--- src/rtl/alarm_bus_pkg.sv ---
// Shared definitions for the alarm bus arbiter: FSM state encoding and index-width helpers.
package alarm_bus_pkg;

    typedef enum logic [1:0] {
        ST_IDLE    = 2'd0,
        ST_GUARD   = 2'd1,
        ST_DRIVE   = 2'd2,
        ST_RELEASE = 2'd3
    } state_t;

    function automatic int clog2(input int n);
        int r;
        r = 0;
        while ((1 << r) < n) r++;
        return r;
    endfunction

    // Index width that never collapses to zero bits.
    function automatic int idx_width(input int n);
        return (n > 1) ? clog2(n) : 1;
    endfunction

endpackage

--- src/rtl/rr_picker.sv ---
// Combinational round-robin winner selection starting after the last served source.
// ALARM_PRIO_EN: source 0 overrides the rotation whenever it requests.
module rr_picker
    import alarm_bus_pkg::*;
#(
    parameter int NSRC = 4,
    parameter int IW   = idx_width(NSRC)
) (
    input  logic [NSRC-1:0] req,
    input  logic [IW-1:0]   last,
    output logic [IW-1:0]   winner,
    output logic            found
);

    logic [IW-1:0] pos;

    // NOTE: every variable gets a default before the loop so no latch is inferred.
    always_comb begin
        winner = '0;
        found  = 1'b0;
        pos    = '0;
        for (int k = 1; k <= NSRC; k++) begin
            pos = IW'((int'(last) + k) % NSRC);
            if (!found && req[pos]) begin
                found  = 1'b1;
                winner = pos;
            end
        end
`ifdef ALARM_PRIO_EN
        if (req[0]) begin
            found  = 1'b1;
            winner = '0;
        end
`endif
    end

endmodule

--- src/rtl/alarm_bus_arbiter.sv ---
// Single-driver arbiter for the shared alarm bus with turnaround guard slots and ack timeout.
// ALARM_PRIO_EN: source 0 has fixed top priority and does not move the round-robin pointer.
module alarm_bus_arbiter
    import alarm_bus_pkg::*;
#(
    parameter int N       = 8,
    parameter int NSRC    = 4,
    parameter int TIMEOUT = 16
) (
    input  logic              clk,
    input  logic              rst_n,
    input  logic [NSRC-1:0]   req,
    input  logic [NSRC*N-1:0] src_data,
    input  logic              bus_ack,
    output logic [N-1:0]      buf_data,
    output logic              buf_en,
    output logic [NSRC-1:0]   grant,
    output logic              bus_valid,
    output logic [NSRC-1:0]   src_done,
    output logic              timeout_err
);

    localparam int IW = idx_width(NSRC);
    localparam int CW = idx_width(TIMEOUT);
    localparam logic [NSRC-1:0] ONE_HOT0 = NSRC'(1);

    state_t        state;
    logic [IW-1:0] idx;
    logic [IW-1:0] last;
    logic [CW-1:0] cnt;
    logic [IW-1:0] winner;
    logic          found;
    logic [N-1:0]  win_data;

    rr_picker #(.NSRC(NSRC), .IW(IW)) u_picker (
        .req    (req),
        .last   (last),
        .winner (winner),
        .found  (found)
    );

    always_comb begin
        win_data = '0;
        for (int i = 0; i < NSRC; i++)
            if (winner == IW'(i)) win_data = src_data[i*N +: N];
    end

    // NOTE: state and outputs update with <= so every branch sees the pre-edge values.
    // Async reset drops buf_en at once, releasing the bus mid-transfer without a done pulse.
    always_ff @(posedge clk or negedge rst_n) begin
        if (!rst_n) begin
            state       <= ST_IDLE;
            idx         <= '0;
            last        <= IW'(NSRC - 1);
            cnt         <= '0;
            buf_data    <= '0;
            buf_en      <= 1'b0;
            grant       <= '0;
            bus_valid   <= 1'b0;
            src_done    <= '0;
            timeout_err <= 1'b0;
        end else begin
            case (state)
                ST_IDLE: begin
                    if (found) begin
                        idx      <= winner;
                        buf_data <= win_data;
                        state    <= ST_GUARD;
                    end
                end
                ST_GUARD: begin
                    cnt       <= '0;
                    buf_en    <= 1'b1;
                    bus_valid <= 1'b1;
                    grant     <= ONE_HOT0 << idx;
                    state     <= ST_DRIVE;
                end
                ST_DRIVE: begin
                    // Ack wins over the terminal count when both land together.
                    if (bus_ack || cnt == CW'(TIMEOUT - 1)) begin
                        buf_en    <= 1'b0;
                        bus_valid <= 1'b0;
                        grant     <= '0;
                        if (bus_ack) src_done    <= ONE_HOT0 << idx;
                        else         timeout_err <= 1'b1;
                        state <= ST_RELEASE;
                    end else begin
                        cnt <= cnt + CW'(1);
                    end
                end
                ST_RELEASE: begin
                    src_done    <= '0;
                    timeout_err <= 1'b0;
`ifdef ALARM_PRIO_EN
                    if (idx != '0) last <= idx;
`else
                    last <= idx;
`endif
                    state <= ST_IDLE;
                end
                default: state <= ST_IDLE;
            endcase
        end
    end

endmodule
--- config.mk ---
export PLATFORM = sky130hd
export DESIGN_NAME = alarm_bus_arbiter
export DESIGN_NICKNAME = d
export VERILOG_FILES = /design/src/rtl/alarm_bus_pkg.sv /design/src/rtl/rr_picker.sv /design/src/rtl/alarm_bus_arbiter.sv
export SDC_FILE = /design/constraint.sdc
export NUM_CORES = 1
export LEC_CHECK = 0
export BUFFER_PORTS_ARGS = -buffer_cell sky130_fd_sc_hd__buf_2
export CORE_MARGIN = 3
export CORE_UTILIZATION = 45
export DETAILED_ROUTE_END_ITERATION = 10
export PLACE_DENSITY = 0.75
export SLEW_MARGIN = 20
export SYNTH_ARGS = -nofsm -noshare
export SYNTH_HDL_FRONTEND = slang
export SYNTH_SLANG_ARGS = --single-unit
--- constraint.sdc ---
create_clock -name clk -period 1.4 [get_ports clk]
set_input_delay 0.28 -clock clk [delete_from_list [all_inputs] [get_ports clk]]
set_output_delay 0.28 -clock clk [all_outputs]
set_load 0.005 [all_outputs]
==> results.md, run 1 <==
| Group | Result | Reported |
| --- | --- | --- |
| run status | Outcome | complete, but fails checks |
| run status | Failing checks | negative setup slack |
| die | Total number of placement rows | 21 |
| hold path | Hold path depth | 3 |
| timing | Final Hold Vio Count | 0 |
| worst setup path | Worst Setup SP | last[0] |
| clock tree | Max Buffers Root-to-Sink | 2 |
| timing | Final period util | 1.13 |
| place | GPL Wtd Cong | 0.823 |
| worst setup path | Data arrival time of the critical path | 1.78 ns |
| synthesis | Flip-flop and latch count after synthesis | 28 |
| routing | Number of vias in the routed layout | 1,928 |
| routing | Average vias per placed instance | 6.12 |
| clock tree | Total clock sinks | 28 |
| place | Final HPWL from detailed placement | 3550 um |
| timing | Slew of the pin with the lowest slew margin | 0.436 ns |
| die | Die Height | 68.1 um |
| worst setup path | Critical-path maximum fanout | 7 |
| finish | Post-route cell area | 2730 um2 |
| worst setup path | Worst reg2reg endpoint | idx[1] |
| clock tree | CTS Root Cell | sky130_fd_sc_hd__clkbuf_8 |
| die | Core outline area | 3520 um2 |
| synthesis | Ranking of synthesized cells by area | sky130_fd_sc_hd__dfrtp_1, sky130_fd_sc_hd__a32oi_1, sky130_fd_sc_hd__nand2_1 |
| finish | Fraction of layout instances using a drive strength above 1 | 0.572 |
| routing | Initial detailed-routing violation count | 221 |
| global routing | GRT Total Usage | 0.238 |
| pwr | Post-layout total power | 0.00551 W |
| clock tree | Post-CTS clock slew at the launch and capture registers of the worst setup and hold paths | 0.10 ns |
| hold path | Launch point of the worst hold path | src_data[1] |
| synthesis | Synth area leader | sky130_fd_sc_hd__dfrtp_1 |
| clock tree | TritonCTS clock tree | built |
| synthesis | Basic-gate share of the synthesized area counting and, or, nand and nor cells | 0.174 |
| timing | Unrepaired setup endpoints after global routing | true |
| synthesis | Sequential element share of the synthesized area | 0.406 |
| synthesis | Distinct cells, synth | 39 |
| die | Ports placed on the boundary | 58 |
| synthesis | Prevailing post-synth register cell | sky130_fd_sc_hd__dfrtp_1 |
| timing | Max Fclk | 0.632 GHz |
| clock tree | Clk_lat worst skew | 0.28 ns |
| place | # port buffers | 57 |
| synthesis | Dominant combinational cell family by area after synthesis | compound AO/OA/AOI/OAI gates |
| synthesis | FFs w/ async S/R, synth | 1.00 |
| clock tree | Number of levels in the clock H-tree | 1 |
| synthesis | Total nets after synthesis | 221 |
| pwr | Worst vdd ir | 1130 uV |
| synthesis | Number of synthesized flops with an enable pin | 0 |
| global routing | Vias in the first global route | 1,887 |
| synthesis | Mux contribution to synthesized area | 0.0310 |
| timing | Slew headroom | 0.709 |
| die | Die boundary width | 68.1 um |
| synthesis | Cell area after synthesis | 1730 um2 |
| worst setup path | Worst EP required | 1.60 ns |
| synthesis | Synth Area in Adders | 0.0433 |
| timing | Final setup viols | 15 |
| synthesis | Post-Synth XOR/XNOR Area | 0.00505 |
| routing | Number of DRC violations after detailed routing | 0 |
| worst setup path | Worst R2R Setup Slack | -0.18 ns |
| routing | Avg WL per Cell | 17.9 um |
| global routing | Antenna violations before repair | 0 |
| worst setup path | Critical path start-end classification | reg -> reg |
| timing | Final-report max-slew violation count | 0 |
| finish | Post-synthesis to final-layout area growth | 57.7% |
| timing | Final min period | 1.58 ns |
| job | Max-cap viol count | 0 |
| global routing | First-pass GRT wire length | 8380 um |
| pwr | Leakage dissipation | 1.23 nW |
| pwr | Areal power density over the cells | 2020 nW/um2 |
| worst setup path | Worst Reg-to-Reg Cells | 7 |
| finish | Number of inserted diodes | 0 |
| die | Initial Util | 0.492 |
| worst setup path | CP Capture Type | flop |
| synthesis | Number of synthesis warnings | 0 |
| synthesis | Area fraction of the dominant cell type after synthesis | 0.375 |
| timing | Final critical-path setup slack | -0.182 ns |
| worst setup path | Category of the worst setup path launch point | flop |
| hold path | Hold Crit Endpoint | buf_data[1] |
| routing | Number of nets with antenna violations after detailed routing | 0 |
| hold path | Worst hold path class | in -> reg |
| timing | Worst-case clock skew | 0.00141 ns |
| worst setup path | R2r startpoint | last[0] |
| die | Total die area | 4630 um2 |
| routing | Total iterations of the first detailed-routing run | 5 |
| global routing | Final global-route overflow total | 0 |
| place | Instance area after placement | 2280 um2 |
| clock tree | Number of buffers added by the clock tree synthesis step | 3 |
| synthesis | Area fraction in compound gates after synthesis | 0.291 |
| synthesis | Mean instance size in the synthesized netlist | 9.85 um2 |
| synthesis | Post-Syn Instances | 176 |
| finish | Final nets | 315 |
| routing | Wire length reported by the detailed router | 5640 um |
| global routing | Maximum number of pins on one net before global-route repair | 17 |
layout by cell type, fill, tap and decap left out, drive strengths merged, types with 4 or more instances in the layout:
master,n
buf,98
dfrtp,26
nand2,23
o21ai,19
a32oi,18
nand3,11
o221ai,8
nor2,6
ha,6
a21oi,5
nor2b,4
inv,4
stage by stage:
stage / setup TNS (ns) / worst slack, ns / hold slack (ns) / instances / utilization
finish: -1.82 / -0.182 / 0.284 / 315 / 0.776
global route: -3.06 / -0.286 / 0.298 / 315 / 0.776
CTS: -1.26 / -0.147 / 0.279 / 311 / 0.732
detailed placement: -2.70 / -0.301 / 0.208 / 298 / 0.648
global placement: -1.97 / -0.224 / 0.206 / 298 / 0.648
floorplan: -0.376 / -0.0446 / -0.0156 / 176 / -
layer usage:
metal,up-vias,part of all wire,routed length [um],track usage
li1,873,-,-,-
met2,107,0.51,2870,0.403
met1,920,0.39,2200,0.296
met4,0,0.025,143,0.109
met3,28,0.075,423,0.0394
met5,-,0,0,0
Yosys cell counts, types with 3 or more instances:
cell type,n
sky130_fd_sc_hd__dfrtp_1,26
sky130_fd_sc_hd__nand2_1,23
sky130_fd_sc_hd__a32oi_1,18
sky130_fd_sc_hd__o21ai_0,17
sky130_fd_sc_hd__nand3_1,11
sky130_fd_sc_hd__o221ai_1,8
sky130_fd_sc_hd__ha_1,6
sky130_fd_sc_hd__nor2_1,6
sky130_fd_sc_hd__a21oi_1,5
sky130_fd_sc_hd__nor2b_1,4
sky130_fd_sc_hd__a2bb2oi_1,3
sky130_fd_sc_hd__buf_2,3
sky130_fd_sc_hd__buf_4,3
sky130_fd_sc_hd__clkbuf_1,3
sky130_fd_sc_hd__inv_1,3
sky130_fd_sc_hd__mux2_2,3
sky130_fd_sc_hd__nor3_1,3
sky130_fd_sc_hd__o21a_1,3
layout make-up:
class | count | area [um2]
fill | 230 | 788
inverter | 4 | 17.5
multi-input combinational | 134 | 1210
clock inverter | 1 | 30.0
timing repair buffer | 99 | 677
clock buffer | 3 | 41.3
tap | 46 | 57.6
sequential | 28 | 703
flip-flops by register name, indices dropped and copies added (netlist names):
signal	count
buf_data	8
bus_valid	1
cnt	4
grant	4
idx	2
last	2
src_done	4
state	2
timeout_err	1
what timing repair did:
| action | in CTS | in global routing |
|---|---|---|
| hold buffers | 1 | 0 |
| setup endpoints to repair | 19 | 25 |
| buffers inserted | 8 | 4 |
| gates resized for setup | 35 | 37 |
| pin swaps | 18 | 21 |
| endpoints found under the hold margin | 13 | 0 |
| gates cloned | 2 | 0 |
report_power, final:
group | internal (W) | switching [W] | leakage, nW
clock network | 0.000383 | 0.000257 | 0.0357
logic | 0.00172 | 0.00165 | 0.839
registers | 0.00117 | 0.000323 | 0.357
worst max path at each step:
stage / to / slack, ns
5_1_grt: buf_data[0] / -0.29
6_report: idx[1] / -0.18
2_1_floorplan: buf_data[0] / -0.04
4_1_cts: buf_data[0] / -0.15
3_3_place_gp: buf_data[1] / -0.22
3_5_place_dp: buf_data[0] / -0.30
worst max-delay path, stage by stage, from the launching register on:
cell and delay (ns):
sky130_fd_sc_hd__dfstp_2 0.61, sky130_fd_sc_hd__buf_6 0.13, sky130_fd_sc_hd__nor3b_4 0.05, sky130_fd_sc_hd__a211oi_4 0.24, sky130_fd_sc_hd__buf_6 0.16, sky130_fd_sc_hd__buf_4 0.10, sky130_fd_sc_hd__nand3_1 0.09, sky130_fd_sc_hd__o21ai_1 0.13
logic make-up (layout without fill, tap and decap cells):
kind of cell | Yosys count | count (layout)
AO/OA/AOI/OAI | 64 | 65
AND/OR/NAND/NOR | 57 | 57
flip-flops | 28 | 28
buffers and inverters | 15 | 107
adder cells (fa/ha/maj) | 6 | 6
multiplexers | 5 | 5
XOR/XNOR | 1 | 1
Note: power is estimated with default switching activity, not from simulation.
==> inputs of run 2 (changes only) <==
--- a/config.mk
+++ b/config.mk
@@ -9,7 +9,7 @@
 export CORE_MARGIN = 3
 export CORE_UTILIZATION = 45
 export DETAILED_ROUTE_END_ITERATION = 10
-export PLACE_DENSITY = 0.75
+export PLACE_DENSITY = 0.86
 export SLEW_MARGIN = 20
 export SYNTH_ARGS = -nofsm -noshare
 export SYNTH_HDL_FRONTEND = slang
==> results.md, run 2 (same netlist as run 1, synthesis figures left out) <==
| Group | Result | Reported | Change |
| --- | --- | --- | --- |
| global routing | First-pass GRT wire length | 8920 um | was 8380 um |
| pwr | Cell internal pwr | 0.00338 W | was 0.00328 W |
| timing | Final-report max-slew violation count | 0 | unchanged |
| pwr | Part of the total power dissipated in sequential elements | 0.269 | was 0.271 |
| finish | Largest register FFs | 8 | unchanged |
| finish | Most common cell after layout, fill and taps aside | sky130_fd_sc_hd__buf_2 | unchanged |
| clock tree | Total clock sinks | 28 | unchanged |
| routing | Number of DRC violations after detailed routing | 0 | unchanged |
| pwr | Net Switching | 0.00245 W | was 0.00223 W |
| finish | Core utilization of the finished layout | 0.770 | was 0.776 |
| global routing | Maximum number of pins on one net before global-route repair | 29 | was 17 |
| pwr | Combinational cell fraction of total power | 0.617 | was 0.612 |
| worst setup path | Data arrival time of the critical path | 1.77 ns | was 1.78 ns |
| global routing | GRT Total Usage | 0.260 | was 0.238 |
| worst setup path | CP Capture Type | flop | unchanged |
| die | Die boundary width | 68.1 um | unchanged |
| pwr | Areal power density over the cells | 2150 nW/um2 | was 2020 nW/um2 |
| finish | Commonest cells after routing, fill and taps aside | sky130_fd_sc_hd__buf_2, sky130_fd_sc_hd__dfrtp_1, sky130_fd_sc_hd__buf_4, sky130_fd_sc_hd__nand2_1, sky130_fd_sc_hd__a32oi_1 | was sky130_fd_sc_hd__buf_2, sky130_fd_sc_hd__buf_4, sky130_fd_sc_hd__dfrtp_1, sky130_fd_sc_hd__nand2_1, sky130_fd_sc_hd__a32oi_1 |
| routing | Initial detailed-routing violation count | 365 | was 221 |
| finish | Post-route cell area | 2710 um2 | was 2730 um2 |
| run status | Outcome | complete, but fails checks | unchanged |
| die | Ports placed on the boundary | 58 | unchanged |
| timing | Unrepaired setup endpoints after global routing | true | unchanged |
| routing | Avg WL per Cell | 21.8 um | was 17.9 um |
| worst setup path | Worst EP required | 1.56 ns | was 1.60 ns |
| finish | Final nets | 308 | was 315 |
| timing | Final period util | 1.15 | was 1.13 |
| timing | Final critical-path setup slack | -0.216 ns | was -0.182 ns |
| die | Total die area | 4630 um2 | unchanged |
| timing | Setup TNS Final | -2.02 ns | was -1.82 ns |
| routing | Number of nets with antenna violations after detailed routing | 0 | unchanged |
| routing | Total iterations of the first detailed-routing run | 4 | was 5 |
| timing | Worst-case clock skew | 0.00195 ns | was 0.00141 ns |
| finish | Fraction of layout instances using a drive strength above 1 | 0.580 | was 0.572 |
| place | Final HPWL from detailed placement | 3370 um | was 3550 um |
| place | Instance area after placement | 2220 um2 | was 2280 um2 |
| place | GPL Wtd Cong | 0.902 | was 0.823 |
| die | Total number of placement rows | 21 | unchanged |
| place | # port buffers | 57 | unchanged |
| pwr | Clock Power Share | 0.113 | was 0.116 |
| worst setup path | Category of the worst setup path launch point | flop | unchanged |
| clock tree | Max Buffers Root-to-Sink | 2 | unchanged |
| routing | Number of vias in the routed layout | 2,044 | was 1,928 |
| die | Core outline area | 3520 um2 | unchanged |
| timing | Slew of the pin with the lowest slew margin | 0.637 ns | was 0.436 ns |
| timing | Final Hold Vio Count | 0 | unchanged |
| routing | Average vias per placed instance | 6.64 | was 6.12 |
| worst setup path | Worst R2R Setup Slack | -0.22 ns | was -0.18 ns |
| clock tree | Clk_lat worst skew | 0.28 ns | about the same |
| global routing | Vias in the first global route | 1,852 | was 1,887 |
| finish | Number of inserted diodes | 0 | unchanged |
| timing | Final min period | 1.62 ns | was 1.58 ns |
| clock tree | Number of levels in the clock H-tree | 1 | unchanged |
| global routing | Antenna violations before repair | 0 | unchanged |
| worst setup path | Critical-path maximum fanout | 8 | was 7 |
| finish | Register with the most flip-flops | buf_data | unchanged |
| timing | Slew headroom | 0.575 | was 0.709 |
| worst setup path | Critical path start-end classification | reg -> reg | unchanged |
| clock tree | CTS Root Cell | sky130_fd_sc_hd__clkbuf_8 | unchanged |
| hold path | Worst hold path class | in -> async | was in -> reg |
| global routing | Final global-route overflow total | 0 | unchanged |
| pwr | Worst vdd ir | 1360 uV | was 1130 uV |
| clock tree | Post-CTS clock slew at the launch and capture registers of the worst setup and hold paths | 0.10 ns | about the same |
| routing | Wire length reported by the detailed router | 6700 um | was 5640 um |
| timing | Final setup viols | 18 | was 15 |
| job | Max-cap viol count | 0 | unchanged |
| run status | Failing checks | negative setup slack | unchanged |
| timing | Max Fclk | 0.619 GHz | was 0.632 GHz |
| pwr | Fraction of power spent switching nets | 0.420 | was 0.405 |
| clock tree | Number of buffers added by the clock tree synthesis step | 3 | unchanged |
| finish | Post-synthesis to final-layout area growth | 56.5% | was 57.7% |
| pwr | Leakage dissipation | 1.21 nW | was 1.23 nW |
| die | Initial Util | 0.492 | unchanged |
| die | Die Height | 68.1 um | unchanged |
| clock tree | TritonCTS clock tree | built | unchanged |
-- run 2: cell count changes in the layout (fill, tap and decap cells not counted), sizes merged --
cell,delta
dlygate4sd3,-1
buf,-6
-- run 2: area by class of cell --
| class | instances | area, um2 |
|---|---|---|
| Multi-Input combinational cell | 134 | 1240 |
| Fill cell | 199 | 810 |
| Sequential cell | 28 | 704 |
| Timing Repair Buffer | 92 | 623 |
| Tap cell | 46 | 57.6 |
| Clock buffer | 3 | 41.3 |
| Clock inverter | 1 | 30.0 |
| Inverter | 4 | 17.5 |
-- run 2: power groups by stage --
| stage | Sequential (W) | Combinational (W) | Clock (W) |
|---|---|---|---|
| after floorplan | 0.00142 | 0.00158 | 0 |
| after global placement | 0.00148 | 0.00239 | 0 |
| after detailed placement | 0.00150 | 0.00245 | 0 |
| after CTS | 0.00149 | 0.00299 | 0.000655 |
| after global routing | 0.00160 | 0.00382 | 0.000691 |
| final | 0.00157 | 0.00360 | 0.000661 |
-- run 2: path summary, 6_finish.rpt --
path,startpoint,cells past startpoint,endpoint
worst max-delay path,last[1],4,buf_data[7]
worst min-delay path,rst_n,1,src_done[2]
worst max register to register,last[1],4,buf_data[7]
worst min register to register,grant[2],2,grant[2]
max in group asynchronous,rst_n,1,cnt[0]
min in group clk,src_data[0],3,buf_data[0]
-- run 2: per-stage QoR --
step | worst slack (ns) | hold WS, ns | total power, W | instances
6_report | -0.216 | 0.00270 | 0.00583 | 308
5_1_grt | -0.284 | 0.0341 | 0.00612 | 308
4_1_cts | -0.133 | 0.0247 | 0.00514 | 306
3_5_place_dp | -0.322 | 0.334 | 0.00395 | 292
3_3_place_gp | -0.252 | 0.331 | 0.00387 | 292
2_1_floorplan | -0.0446 | -0.0156 | 0.00300 | 176
-- run 2: layer usage --
layer | up-vias | global-route usage | wire length (um)
met4 | 0 | 0.117 | 434
li1 | 857 | - | -
met1 | 970 | 0.324 | 2470
met5 | - | 0 | 0
met3 | 54 | 0.0460 | 529
met2 | 163 | 0.436 | 3270
-- run 2: critical path, cell delays in order (launching register included) --
cell and delay (ns):
sky130_fd_sc_hd__dfstp_2 0.64, sky130_fd_sc_hd__nor2_2 0.11, sky130_fd_sc_hd__a211o_4 0.38, sky130_fd_sc_hd__o21ai_0 0.22
sky130_fd_sc_hd__a32oi_1 0.14
-- run 2: what timing repair did --
item	4_1_cts	5_1_grt
gates resized for setup	36	33
pin swaps	13	21
buffers inserted	9	3
hold buffers	0	0
endpoints found under the setup margin	24	26
cloned	1	0
==> inputs of run 3 (changes only) <==
--- a/config.mk
+++ b/config.mk
@@ -9,6 +9,7 @@
 export CORE_MARGIN = 3
 export CORE_UTILIZATION = 45
 export DETAILED_ROUTE_END_ITERATION = 10
+export GPL_TIMING_DRIVEN = 0
 export PLACE_DENSITY = 0.86
 export SLEW_MARGIN = 20
 export SYNTH_ARGS = -nofsm -noshare
==> results.md, run 3 (same netlist as run 1, synthesis figures left out) <==
| Group | Result | Reported | Change |
| --- | --- | --- | --- |
| finish | Post-route cell area | 2530 um2 | was 2710 um2 |
| timing | Final-report max-slew violation count | 0 | unchanged |
| clock tree | Max Buffers Root-to-Sink | 2 | unchanged |
| timing | Final min period | 1.69 ns | was 1.62 ns |
| timing | Final Hold Vio Count | 7 | was 0 |
| timing | Slew headroom | 0.577 | was 0.575 |
| die | Die Height | 68.1 um | unchanged |
| global routing | Maximum number of pins on one net before global-route repair | 29 | unchanged |
| finish | Most common cell after layout, fill and taps aside | sky130_fd_sc_hd__buf_2 | unchanged |
| global routing | Vias in the first global route | 1,601 | was 1,852 |
| worst setup path | CP Capture Type | flop | unchanged |
| hold path | Worst hold path class | in -> async | unchanged |
| global routing | Antenna violations before repair | 0 | unchanged |
| worst setup path | Critical path start-end classification | reg -> reg | unchanged |
| timing | Worst-case clock skew | 0.00440 ns | was 0.00195 ns |
| place | Post-place setup slack | -0.289 ns | was -0.322 ns |
| timing | Final setup viols | 15 | was 18 |
| clock tree | Clk_lat worst skew | 0.29 ns | was 0.28 ns |
| routing | Initial detailed-routing violation count | 257 | was 365 |
| worst setup path | Worst Reg-to-Reg Cells | 5 | was 4 |
| place | GPL Wtd Cong | 0.865 | was 0.902 |
| finish | Largest register FFs | 8 | unchanged |
| pwr | Worst vdd ir | 1180 uV | was 1360 uV |
| finish | Post-synthesis to final-layout area growth | 45.8% | was 56.5% |
| worst setup path | Data arrival time of the critical path | 1.85 ns | was 1.77 ns |
| timing | Unrepaired setup endpoints after global routing | true | unchanged |
| finish | Final nets | 303 | was 308 |
| run status | Failing checks | negative hold slack, negative setup slack | was negative setup slack |
| place | Instance area after placement | 2110 um2 | was 2220 um2 |
| worst setup path | R2r startpoint | last[0] | was last[1] |
| routing | Total iterations of the first detailed-routing run | 4 | unchanged |
| routing | Number of vias in the routed layout | 1,843 | was 2,044 |
| finish | Number of inserted diodes | 0 | unchanged |
| timing | Max Fclk | 0.593 GHz | was 0.619 GHz |
| clock tree | Total clock sinks | 28 | unchanged |
| die | Total die area | 4630 um2 | unchanged |
| job | Max-cap viol count | 0 | unchanged |
| clock tree | Number of levels in the clock H-tree | 1 | unchanged |
| timing | Final period util | 1.20 | was 1.15 |
| routing | Wire length reported by the detailed router | 5910 um | was 6700 um |
| pwr | Leakage dissipation | 1.14 nW | was 1.21 nW |
| place | # port buffers | 55 | was 57 |
| place | Final HPWL from detailed placement | 3320 um | was 3370 um |
| pwr | Post-layout total power | 0.00528 W | was 0.00583 W |
| finish | Commonest cells after routing, fill and taps aside | sky130_fd_sc_hd__buf_2, sky130_fd_sc_hd__dfrtp_1, sky130_fd_sc_hd__nand2_1, sky130_fd_sc_hd__buf_4, sky130_fd_sc_hd__a32oi_1 | was sky130_fd_sc_hd__buf_2, sky130_fd_sc_hd__dfrtp_1, sky130_fd_sc_hd__buf_4, sky130_fd_sc_hd__nand2_1, sky130_fd_sc_hd__a32oi_1 |
| finish | Final instance count without filler cells | 303 | was 308 |
| global routing | GRT Total Usage | 0.222 | was 0.260 |
| die | Ports placed on the boundary | 58 | unchanged |
| global routing | Final global-route overflow total | 0 | unchanged |
| worst setup path | Category of the worst setup path launch point | flop | unchanged |
| run status | Outcome | complete, but fails checks | unchanged |
| worst setup path | Critical-path maximum fanout | 8 | unchanged |
| routing | Number of nets with antenna violations after detailed routing | 0 | unchanged |
| clock tree | Post-CTS clock slew at the launch and capture registers of the worst setup and hold paths | 0.10 ns | about the same |
| die | Die boundary width | 68.1 um | unchanged |
| routing | Average vias per placed instance | 6.08 | was 6.64 |
| finish | Register with the most flip-flops | buf_data | unchanged |
| routing | Number of DRC violations after detailed routing | 0 | unchanged |
| clock tree | Post-cts hold buffer count | 0 | unchanged |
| routing | Avg WL per Cell | 19.5 um | was 21.8 um |
| global routing | First-pass GRT wire length | 7690 um | was 8920 um |
| die | Initial Util | 0.492 | unchanged |
| pwr | Areal power density over the cells | 2090 nW/um2 | was 2150 nW/um2 |
| clock tree | TritonCTS clock tree | built | unchanged |
| timing | Slew of the pin with the lowest slew margin | 0.635 ns | was 0.637 ns |
| timing | Final critical-path setup slack | -0.287 ns | was -0.216 ns |
| worst setup path | Worst EP required | 1.56 ns | about the same |
| finish | Fraction of layout instances using a drive strength above 1 | 0.498 | was 0.580 |
| die | Total number of placement rows | 21 | unchanged |
| clock tree | CTS Root Cell | sky130_fd_sc_hd__clkbuf_8 | unchanged |
| die | Core outline area | 3520 um2 | unchanged |
| timing | Hold slack final | -0.00284 ns | was 0.00270 ns |
| clock tree | Number of buffers added by the clock tree synthesis step | 3 | unchanged |
| place | Cell total after placement | 277 | was 292 |
| worst setup path | Worst Setup SP | last[0] | was last[1] |
## run 3: power breakdown
part           switching, W  total, W  internal (W)
logic               0.00162   0.00316       0.00154
clock network      0.000278  0.000663      0.000384
registers          0.000280   0.00145       0.00117
total               0.00218   0.00528       0.00310
## run 3: routing by layer
metal,vias to the layer above,part of all wire,GRT usage,routed length (um)
li1,841,-,-,-
met4,0,0.038,0.0645,227
met3,22,0.057,0.0345,335
met1,892,0.38,0.293,2270
met5,-,0,0,0
met2,88,0.52,0.372,3070
## run 3: final cells by class
type | count | area [um2]
fill | 250 | 995
inverter | 4 | 17.5
buffer | 10 | 93.8
clock buffer | 3 | 41.3
sequential | 28 | 704
multi-input combinational | 133 | 1110
timing repair buffer | 78 | 473
clock inverter | 1 | 30.0
tap | 46 | 57.6
## run 3: what timing repair did
item,in CTS,in global routing
resized for setup,14,29
buffers inserted,13,8
cloned,1,1
pin swaps,5,10
setup endpoints to repair,22,19
## run 3: path summary, 6_finish.rpt
kind / endpoint / slack [ns]
max: buf_data[2] / -0.29
max in group asynchronous: state[1] / 0.96
min in group clk: buf_data[5] / 0.26
max reg2reg: buf_data[2] / -0.29
min reg2reg: grant[3] / 0.51
min: timeout_err / -0.003
## run 3: per-stage QoR
stage	TNS, ns	util
final	-2.11	0.717
after global routing	-2.92	0.717
after CTS	-1.83	0.663
after detailed placement	-3.09	0.598
after global placement	-2.17	0.598
after floorplan	-0.376	-
## run 3: critical path, cell delays in order, from the launching register on
cell and delay [ns]:
sky130_fd_sc_hd__dfstp_2 0.55, sky130_fd_sc_hd__buf_2 0.17, sky130_fd_sc_hd__nor3b_2 0.08, sky130_fd_sc_hd__a211o_1 0.34, sky130_fd_sc_hd__o21ai_0 0.27, sky130_fd_sc_hd__a32oi_1 0.15
